`src/rtl/am_lock_rx.sv`:
```
// Per-lane alignment-marker lock for a multi-lane 64b/66b receive path.
// Each physical lane locks independently and reports which logical lane it carries.
module am_lock_rx #(
    parameter int LANE_N  = 4,
    parameter int BLOCK_W = 66,
    parameter int AM_GAP  = 16384
) (
    input  logic                        clk,
    input  logic                        rst,
    input  logic [LANE_N-1:0]           valid_i,
    input  logic [LANE_N*BLOCK_W-1:0]   block_i,
    output logic [LANE_N-1:0]           valid_o,
    output logic [LANE_N*BLOCK_W-1:0]   block_o,
    output logic [LANE_N-1:0]           am_o,
    output logic [LANE_N-1:0]           lock_o,
    output logic [LANE_N*LANE_N-1:0]    lane_o,
    output logic                        lock_all_o
);
    localparam int CNT_W = (AM_GAP > 1) ? $clog2(AM_GAP) : 1;
    localparam logic [CNT_W-1:0] CNT_LAST = CNT_W'(AM_GAP - 1);

    localparam logic [1:0] ST_SEARCH = 2'd0;
    localparam logic [1:0] ST_CHECK  = 2'd1;
    localparam logic [1:0] ST_LOCK   = 2'd2;

    // Marker bytes packed as {M0, M1, M2}.
    function automatic logic [23:0] am_marker(input logic [1:0] id);
        case (id)
            2'd0:    am_marker = 24'h907647;
            2'd1:    am_marker = 24'hF0C4E6;
            2'd2:    am_marker = 24'hC5659B;
            default: am_marker = 24'hA2793D;
        endcase
    endfunction

    function automatic logic am_match(input logic [BLOCK_W-1:0] b, input logic [1:0] id);
        logic [23:0] m;
        logic [23:0] plain;
        m     = am_marker(id);
        plain = {m[7:0], m[15:8], m[23:16]};
        am_match = (b[1:0] == 2'b10) && (b[25:2] == plain) && (b[57:34] == ~plain);
    endfunction

    always_ff @(posedge clk) begin
        if (rst) begin
            valid_o <= '0;
            block_o <= '0;
        end else begin
            valid_o <= valid_i;
            block_o <= block_i;
        end
    end

    genvar p;
    generate
        for (p = 0; p < LANE_N; p++) begin : g_lane
            logic [1:0]       state_q;
            logic [1:0]       id_q;
            logic [1:0]       miss_q;
            logic [CNT_W-1:0] cnt_q;
            logic             am_q;
            logic [3:0]       hit;
            logic [1:0]       first_id;
            logic             at_exp;
            logic             own_hit;

            always_comb begin
                hit = '0;
                for (int i = 0; i < 4; i++) begin
                    hit[i] = am_match(block_i[p*BLOCK_W +: BLOCK_W], 2'(i));
                end
            end

            // Marker values are distinct, so at most one id can hit.
            always_comb begin
                first_id = 2'd0;
                for (int i = 3; i >= 0; i--) begin
                    if (hit[i]) first_id = 2'(i);
                end
            end

            assign at_exp  = valid_i[p] && (cnt_q == CNT_LAST);
            assign own_hit = hit[id_q];

            always_ff @(posedge clk) begin
                if (rst) begin
                    state_q <= ST_SEARCH;
                    id_q    <= 2'd0;
                    miss_q  <= 2'd0;
                    cnt_q   <= '0;
                    am_q    <= 1'b0;
                end else begin
                    am_q <= (state_q == ST_LOCK) && at_exp && own_hit;
                    if (valid_i[p]) begin
                        cnt_q <= cnt_q + CNT_W'(1);
                        case (state_q)
                            ST_SEARCH: begin
                                if (|hit) begin
                                    id_q    <= first_id;
                                    cnt_q   <= '0;
                                    state_q <= ST_CHECK;
                                end
                            end
                            ST_CHECK: begin
                                if (at_exp) begin
                                    cnt_q <= '0;
                                    if (own_hit) begin
                                        miss_q  <= 2'd0;
                                        state_q <= ST_LOCK;
                                    end else begin
                                        id_q    <= 2'd0;
                                        state_q <= ST_SEARCH;
                                    end
                                end
                            end
                            ST_LOCK: begin
                                // Gap counter restarts at every expected slot, hit or miss.
                                if (at_exp) begin
                                    cnt_q <= '0;
                                    if (own_hit) begin
                                        miss_q <= 2'd0;
                                    end else if (miss_q == 2'd3) begin
                                        miss_q  <= 2'd0;
                                        id_q    <= 2'd0;
                                        state_q <= ST_SEARCH;
                                    end else begin
                                        miss_q <= miss_q + 2'd1;
                                    end
                                end
                            end
                            default: state_q <= ST_SEARCH;
                        endcase
                    end
                end
            end

            assign am_o[p]   = am_q;
            assign lock_o[p] = (state_q == ST_LOCK);
            assign lane_o[p*LANE_N +: LANE_N] = (state_q == ST_LOCK)
                ? ({{(LANE_N-1){1'b0}}, 1'b1} << id_q) : '0;
        end
    endgenerate

    // Duplicate ids leave a hole in the OR, which blocks lock_all_o.
    logic [LANE_N-1:0] lane_or;
    always_comb begin
        lane_or = '0;
        for (int i = 0; i < LANE_N; i++) begin
            lane_or = lane_or | lane_o[i*LANE_N +: LANE_N];
        end
    end

    assign lock_all_o = (&lock_o) && (&lane_or);

endmodule

```
`config.mk`:
```
export PLATFORM = sky130hd
export DESIGN_NAME = am_lock_rx
export DESIGN_NICKNAME = d
export VERILOG_FILES = /design/src/rtl/am_lock_rx.sv
export SDC_FILE = /design/constraint.sdc
export NUM_CORES = 1
export LEC_CHECK = 0
export CAP_MARGIN = 5
export CORE_AREA = 2 2 222 224
export DETAILED_ROUTE_END_ITERATION = 16
export DIE_AREA = 0 0 224 226
export GPL_TIMING_DRIVEN = 0
export PLACE_DENSITY_LB_ADDON = 0.05
export SLEW_MARGIN = 10
export SYNTH_ARGS = -nofsm -noshare
export SYNTH_HDL_FRONTEND = slang
export SYNTH_SLANG_ARGS = --single-unit
```
`constraint.sdc`:
```
create_clock -name clk -period 3.88 [get_ports clk]
set_clock_uncertainty 0.05 [all_clocks]
set_input_delay 0.776 -clock clk [delete_from_list [all_inputs] [get_ports clk]]
set_output_delay 0.776 -clock clk [all_outputs]
set_load 0.05 [all_outputs]
```
Word-level counts from Yosys, hierarchy flattened

Cells that the tools add are included.

Register bits after elaboration: 352
Latch bits: 0
Bits in writable memories: 0
Memory bits (read-only): 0
Bits of input ports: 270
Output and inout bits: 293
Word-level logic and storage cells: 308
Memories: 0

Add/subtract/negate cells: 8
$mul: 0
Divide/modulo/power cells: 0
$lt $le $gt $ge: 4
Equal/unequal tests: 80
Shift operators: 4
Mux-type cells: 108
Bitwise gates (word level): 3
Reduce and logical (&&, ||, !) cells: 79

Operators with widths:

| kind                  | number |
|---|---|
| $eq 24x24->1 const B  | 16 |
| $eq 24x23->1 const B  | 8 |
| $mux 2                | 72 |
| $mux 14               | 8 |
| $pmux 14 s2           | 4 |
| $eq 24x21->1 const B  | 4 |
| $eq 24x22->1 const B  | 4 |
| $add 14x1->14 const B | 4 |
| $eq 14x14->1 const B  | 4 |
| $pmux 2 s3            | 8 |
| $logic_and 1x1->1     | 45 |
| $ne 2x2->1 const B    | 20 |
| $reduce_and 8->1      | 4 |
| $eq 2x2->1 const B    | 12 |
| $reduce_and 6->1      | 4 |
| $reduce_and 5->1      | 4 |
| $mux 4                | 4 |
| $ne 2x1->1 const B    | 8 |
| $pmux 2 s2            | 4 |
| $reduce_or 4->1       | 4 |
| $shl 1x2->4 const A   | 4 |
| $lt 2x3->1 const B    | 4 |
| $or 4x4->4            | 3 |
| $reduce_bool 3->1     | 4 |
| 8 further kinds       | 30 |

Longest topological paths before layout

Word-level depth: 9
Depth in mapped cells: 9
Depth with buffers taken out: 9

Worst setup path before layout

OpenSTA, ideal clock, no wires.

Kind: register to output
From: register g_lane[0].state_q[0]
To: output lock_all_o
Arrival time: 4073 ps
Data required time: 3054 ps
Path slack: -1019 ps
Stages on the path, launching flop included: 7
Buffers on the path: 0
Path through: dfxtp_1 -> inv_1 -> ha_1 -> inv_1 -> nor3b_1 -> nor3_1 -> nor4_1

Word-level cells in the longest chain between the ends: 7
Elaborated cells on any way between the ends: 8
Those cells by class: eq/ne (1); mux (1); bitwise (3); reduce/logical (3)

RTL lines:

| element                  | line | text |
|---|---|---|
| from (decl)              | 57   | `logic [1:0] state_q;` |
| from (signal assigned)   | 87   | `state_q <= ST_SEARCH;` |
| from (signal assigned)   | 101  | `state_q <= ST_CHECK;` |
| from (signal assigned)   | 109  | `state_q <= ST_LOCK;` |
| $eq 2x2->1               | 138  | `assign lock_o[p] = (state_q == ST_LOCK);` |
| net lock_o[0]            | 15   | `output logic [LANE_N-1:0] lock_o,` |
| $mux 4                   | 140  | `? ({{(LANE_N-1){1'b0}}, 1'b1} << id_q) : '0;` |
| net lane_o[2]            | 16   | `output logic [LANE_N*LANE_N-1:0] lane_o,` |
| $or 4x4->4 (3 in series) | 149  | `lane_or = lane_or \| lane_o[i*LANE_N +: LANE_N];` |
| $reduce_and 4->1         | 153  | `assign lock_all_o = (&lock_o) && (&lane_or);` |
| $logic_and 1x1->1        | 153  |  |
| to (decl)                | 17   | `output logic lock_all_o` |

The timed path passes the listed nets, and every way through them passes these cells.

Worst setup path in the final report

From: register g_lane[0].state_q[0]
To: output lock_all_o

Word-level cells in the longest chain between the ends: 7
Elaborated cells on any way between the ends: 8
Those cells by class: eq/ne (1); mux (1); bitwise (3); reduce/logical (3)

RTL lines:

| element                  | line |
|---|---|
| $eq 2x2->1 *             | 138, 139 |
| $mux 4                   | 140 |
| $or 4x4->4 (3 in series) | 149 |
| $reduce_and 4->1         | 153 |
| $logic_and 1x1->1 *      | 153 |

Every way passes the cells marked *; elsewhere a longest branch is shown, timed or not.

==> results.md <==
- Maximum VDD drop: 259 uV
- Top area cells in the synthesized netlist: dfxtp_1 (52%), nor2b_1 (14%), nor4bb_1 (3.6%)
- Post-Syn Area per Cell: 9.79 um2
- Setup CP Type: reg -> out
- Setup ws final: 188 ps
- Antenna violations before repair: 1
- Routability cong.: around 0.85
- Worst hold path type: reg -> reg
- Drt first pass iters: 5
- Fin nets: 2,282
- Crit path arrival time: approximately 2900 ps
- Async S/R FF share, synth: 0%
- Peak Freq: between 200 and 300 MHz
- Row cnt: 81
- CTS tree: built
- Most common cell after layout, fill and taps aside: clkdlybuf4s50_1
- Hold endpoint: g_lane[3].miss_q[1]$_SDFFE_PP0P_
- Core Region: 48,300 um2
- Storage cell area: around 7000 um2
- Layout cells sized above 1: 4.66%
- Area of the multi-input gates: 6210 um2
- Sw Ratio: 26.5%
- Clk root buf: clkbuf_16
- Reg2reg start: g_lane[3].cnt_q[0]$_SDFFE_PP0P_
- Vias in the first global route: 12,258
- Yosys warns: 0
- Cell leakage power: 7.78 nW
- Worst Min Path Start: g_lane[3].miss_q[1]$_SDFFE_PP0P_
- Die area: roughly 51,000 um2
- Top FF cell, synth: dfxtp_1
- WL per Instance: 19.4 um
- Unique cell type count in the Yosys netlist: 66
- Final Hold Viols: 0
- FF-to-FF setup slack: 860 ps
- Sequential power share: 40.7%
- Mapped Cells: approximately 1,400
- Reg2Reg Capture Point: g_lane[3].id_q[0]$_SDFFE_PP0P_
- RSZ-0062 raised after global routing: false
- Fin crit share: 95.1%
- Post-synth EDFFs: 0
- Worst setup EP type: primary output
- Latest clock arrival within the worst-skew pair: 560 ps
- Antenna-violating nets left: 0
- Vias: 12,133
- Fillers: 4,744
- Data required, critical path: 3050 ps
- Yosys top cell by area: dfxtp_1
- Mapped cell area: roughly 14,000 um2
- Iter 0 DRT Violations: 559
- Max cap viols: 0
- Die height: 226 um
- Non-filler instance count after layout: approximately 2,600
- Sequential area share after synthesis: 52.1%
- First-pass GRT wire length: 75,200 um
- Crit-path max FO: 8
- Overflow after GRT: 0
- Clk slew on worst S/H paths: 60 ps
- Clk buf depth: 3
- P per Cell Area: 439 nW/um2
- Final Max Tran Viols: 0
- Post-DP HPWL: 40,300 um
- Placement Setup Slack: -279 ps
- R2R cell count: 9
- Total CTS buffers: 42
- Layout area overhead: 58.2%
- All-Layer GR Usage: 19.5%
- Starting Density: 28.0%
- Time the worst path needs with I/O delays and setup: ~3700 ps
- Final setup vio count: 0
- CTS H-Tree Depth: 2
- Syn Nets: between 1,500 and 2,000
- Num ports: 563
- CTS sink cnt: 352
- Cell-internal power: 6.90 mW
- Worst slew pin tran: 907 ps
- Clk pwr share: 43.7%
- DRT Wirelength: a little over 50,000 um
- Most frequent cells in the layout: clkdlybuf4s50_1 (560), dfxtp_1 (352), nor2b_1 (293)
- Via density: 4.59
- Net Sw Power: 2.49 mW
- Largest net degree at the start of global routing: 13
- Combinational Power Share: 15.7%
- Die X: 224 um
- DRC Markers: 0
- Cells after DPL: about 2,600
- Slew margin rel.: 39.0%
- CP startpoint kind: register
- Status: completed
- Area share of the leading cell type in the synthesized netlist: 52.1%
- Yosys reg bits: 352
- N_diodes: 0
- Port Buffer Count: 561
- Worst Hold Depth: 2
## cell families after synthesis
logic type,count (synthesis),synth area share [%]
and+or+nand+nor,765,34.6
xor gates and xnor gates,45,2.91
DFF,352,52.1
buffers and inverters,82,2.39
adders and majority gates,24,2.22
muxes,7,0.555
AOI/OAI and AO/OA,108,5.24
## worst max path at each step
stage	slack (ps)	to	cells past startpoint	start
floorplan	140	lock_all_o	7	g_lane[2].state_q[0]$_SDFFE_PP0P_
global placement	-240	g_lane[2].cnt_q[13]$_SDFFE_PP0P_	9	block_i[139]
detailed placement	-280	g_lane[2].cnt_q[5]$_SDFFE_PP0P_	9	block_i[139]
CTS	50	lock_all_o	8	g_lane[3].state_q[0]$_SDFFE_PP0P_
global route	20	lock_all_o	7	g_lane[0].state_q[0]$_SDFFE_PP0P_
finish	190	lock_all_o	7	g_lane[0].state_q[0]$_SDFFE_PP0P_
## registers in the layout (all words and copies together) (netlist names)
signal,count
block_o,264
g_lane.cnt_q,56
g_lane.id_q,8
g_lane.miss_q,8
g_lane.state_q,8
g_lane.am_q,4
valid_o,4
## layer usage
metal	share of wire [%]	wire, um	global-route usage, %	up-vias
li1	-	-	-	6016
met1	44	22700	24.8	5657
met2	47	24200	32.5	379
met3	6.0	3070	4.76	79
met4	2.6	1320	6.19	2
met5	0.039	20	0	-
## Yosys cell counts (all sizes together), types with 16 or more instances
cell type	number
a21oi	29
and3	16
clkbuf	48
dfxtp	352
ha	24
inv	28
nand2	65
nand3	33
nand4	55
nor2	103
nor2b	293
nor3	26
nor4	29
nor4bb	49
o21ai	24
xor2	31
## critical path, cell delays in order, from the launching register on
cell and delay, ps:
dfxtp_1 330, inv_1 80, ha_1 400, inv_1 270
nor3b_2 280, nor3_1 110, nor4_4 250, dlygate4sd2_1 560
## per-stage QoR
stage	hold slack [ps]	instance area [um2]	setup TNS, ps	total power [mW]	utilization, %
floorplan	393	13600	0	4.65	-
global placement	410	20000	-5630	5.37	41.3
detailed placement	413	20000	-6210	5.38	41.3
CTS	421	21400	0	9.54	44.3
global route	443	21400	0	9.74	44.3
finish	421	21400	0	9.39	44.3
## power by group through the flow
stage	clock network [mW]	logic (mW)	registers, mW
final	4.10	1.47	3.82
after CTS	4.24	1.48	3.82
after floorplan	0	0.230	4.42
after global placement	0	1.48	3.90
after global routing	4.37	1.54	3.83
after detailed placement	0	1.48	3.90
## final cells by class
cell class                      instances  share of cell area (%)
Sequential cell                       352                    32.9
Multi-Input combinational cell        949                    29.0
Timing Repair Buffer                  561                    26.2
Clock buffer                           66                    6.14
Tap cell                              622                    3.64
Buffer                                 54                    1.03
Clock inverter                          9                   0.573
Inverter                               28                   0.491
## repair_timing
action                                  4_1_cts  5_1_grt
resized for setup                             2        4
endpoints found under the setup margin        1       13
setup buffers                                 0        0
hold buffers                                  0        0
Power figures use the tool's default switching activity.
==> variant: new RTL, same settings <==
Remove the register `block_o`: a continuous assignment takes its place, so the output `block_o` follows one clock earlier.
--- a/src/rtl/am_lock_rx.sv
+++ b/src/rtl/am_lock_rx.sv
@@ -45,10 +45,10 @@
         if (rst) begin
             valid_o <= '0;
-            block_o <= '0;
         end else begin
             valid_o <= valid_i;
-            block_o <= block_i;
         end
     end
+
+    assign block_o = block_i;
 
     genvar p;
Function: changed (a bounded check fails within 4 cycles, from zero or initial values and one cycle with rst high).
==> variant against the unedited design <==
Routed wire length decreased by 25%. Total power decreased by 65%. Final area decreased by 32%. Clock power decreased by 78%. Largest cell class is now non-clock buffers. Largest power group is now combinational logic. Setup slack improved by 84 ps. Area after synthesis decreased by 37%. Count of clock-buffer cells in the layout decreased by 57. Final cell count decreased by 16%. Sequential cell count decreased by 264.
==> variant: results (changes against the unedited design) <==
INFO  grt            antenna_violations_before_repair=2 [+1]
INFO  grt            groute.usage.overall=0.145 [-0.0497]
INFO  synthesis      syn_inst=1070 [-23%]
INFO  clocking       cts.path.max_buffers=2 [-1]
INFO  layout         drive_gt1_frac=0.198 [+0.151]
INFO  route          drt_iter0_drc=309 [-45%]
INFO  placed_design  sum_of_net_half_perimeters_after_detailed_placement=33700um [-16%]
INFO  grt            grt_use_met1=0.167 [-0.0805]
INFO  placed_design  gpl.final_weighted_congestion=0.776 [-8.7%]
INFO  synthesis      syn-num-nets=1364 [-19%]
INFO  route          detailedRoute.firstPassIterationCount=4 [-1]
INFO  route          via_per_inst=4.15 [-9.7%]
INFO  pwr            ir_drop=0.181mV [-30%]
INFO  worst_setup_path slowest_delay=420ps [-140 ps]
INFO  worst_setup_path path_delay_family=simple AND/OR/NAND/NOR gates
INFO  layout         regMostFlops=g_lane.cnt_q
INFO  layout         number_of_flip_flops_in_the_largest_register=56 [-79%]
INFO  worst_setup_path timing.critical_path.fanout_max=10 [+2]
INFO  route          total_routed_length=38600um [-25%]
INFO  synthesis      part_of_the_yosys_area_used_for_sequential_elements=0.207 [-0.313]
INFO  synthesis      ys_top_cells_by_count=sky130_fd_sc_hd__buf_4 (268), sky130_fd_sc_hd__nor2_1 (100), sky130_fd_sc_hd__dfxtp_1 (88), sky130_fd_sc_hd__nand2_1 (61), sky130_fd_sc_hd__nand4_1 (56)
INFO  grt            grt_use_met3=0.0424 [-0.00520]
INFO  synthesis      synth.top_cells.by_area=sky130_fd_sc_hd__buf_4 (24%), sky130_fd_sc_hd__dfxtp_1 (21%), sky130_fd_sc_hd__nor4bb_1 (4.6%), sky130_fd_sc_hd__nor2_1 (4.4%), sky130_fd_sc_hd__nand4_1 (4.1%)
INFO  layout         final_net_count=1872 [-18%]
INFO  hold_path      min_path_type=register to register
INFO  worst_setup_path timing.critical_path.slowest_stage_cell=sky130_fd_sc_hd__clkdlybuf4s15_2
INFO  grt            number_of_global_route_vias_before_repair=9165 [-25%]
INFO  grt            use_met2=0.270 [-0.0556]
INFO  clocking       htreeDepth=3 [+1]
INFO  worst_setup_path worst-r2r-setup-slack=1260ps [+400 ps]
INFO  worst_setup_path timing.critical_path.arrival=2780ps [-90 ps]
INFO  layout         nFillCells=5230 [+10%]
INFO  synthesis      synth_top_flop_cell=sky130_fd_sc_hd__dfxtp_1
INFO  timing         relSlewSlack=0.429 [+0.0392]
INFO  layout         stdcell_count=2207 [-16%]
INFO  timing         hold_slack=440ps [+19.0 ps]
INFO  run_status     run_status=completed
INFO  pwr            cellLeakagePower=5.59nW [-28%]
==> variant: changes by cell type after synthesis, sizes merged, moves of 5 or more <==
cell	delta
and4b	-5
and3	+8
nand3	+7
clkbuf	-33
o21ai	-16
and2	+8
dfxtp	-264
and4bb	+9
buf	+267
nor2b	-265
nor4bb	-10
nand2b	-6
a21oi	-8
==> variant: logic make-up after synthesis <==
family          synth area share
buf+inv                    0.258
xor+xnor                  0.0515
simple gates               0.361
fa+ha+maj                 0.0353
mux                       0.0149
compound gates            0.0724
flops                      0.207
==> variant: path summary, 6_finish.rpt <==
kind | startpoint | to
min reg2reg | g_lane[0].miss_q[1] | g_lane[0].miss_q[1]
max reg2reg | g_lane[2].cnt_q[0] | g_lane[2].state_q[1]
max | g_lane[3].state_q[0] | lock_all_o
min | g_lane[0].miss_q[1] | g_lane[0].miss_q[1]
==> variant: metal layers <==
layer,up-vias,routed length (um)
met5,-,0
met4,0,174
met3,13,2930
met2,333,19700
met1,4188,15800
li1,4621,-
==> variant: power breakdown <==
part	internal (mW)	switching, mW
clock network	0.455	0.427
logic	0.640	0.806
registers	0.913	0.00922
==> variant: cell type report <==
| cell class | instances | area [um^2] | share of cell area |
|---|---|---|---|
| Clock buffer | 9 | 225 | 0.0154 |
| Buffer | 288 | 2100 | 0.144 |
| Tap cell | 622 | 778 | 0.0534 |
| Inverter | 25 | 93.8 | 0.00644 |
| Clock inverter | 7 | 73.8 | 0.00506 |
| Antenna cell | 2 | 5.00 | 0.000343 |
| Multi-Input combinational cell | 669 | 4570 | 0.313 |
| Sequential cell | 88 | 1760 | 0.121 |
| Timing Repair Buffer | 497 | 4980 | 0.341 |
==> variant: timing repair <==
action	in CTS	in global routing
setup endpoints to repair	1	0
gates resized for setup	4	0
buffers inserted	0	0
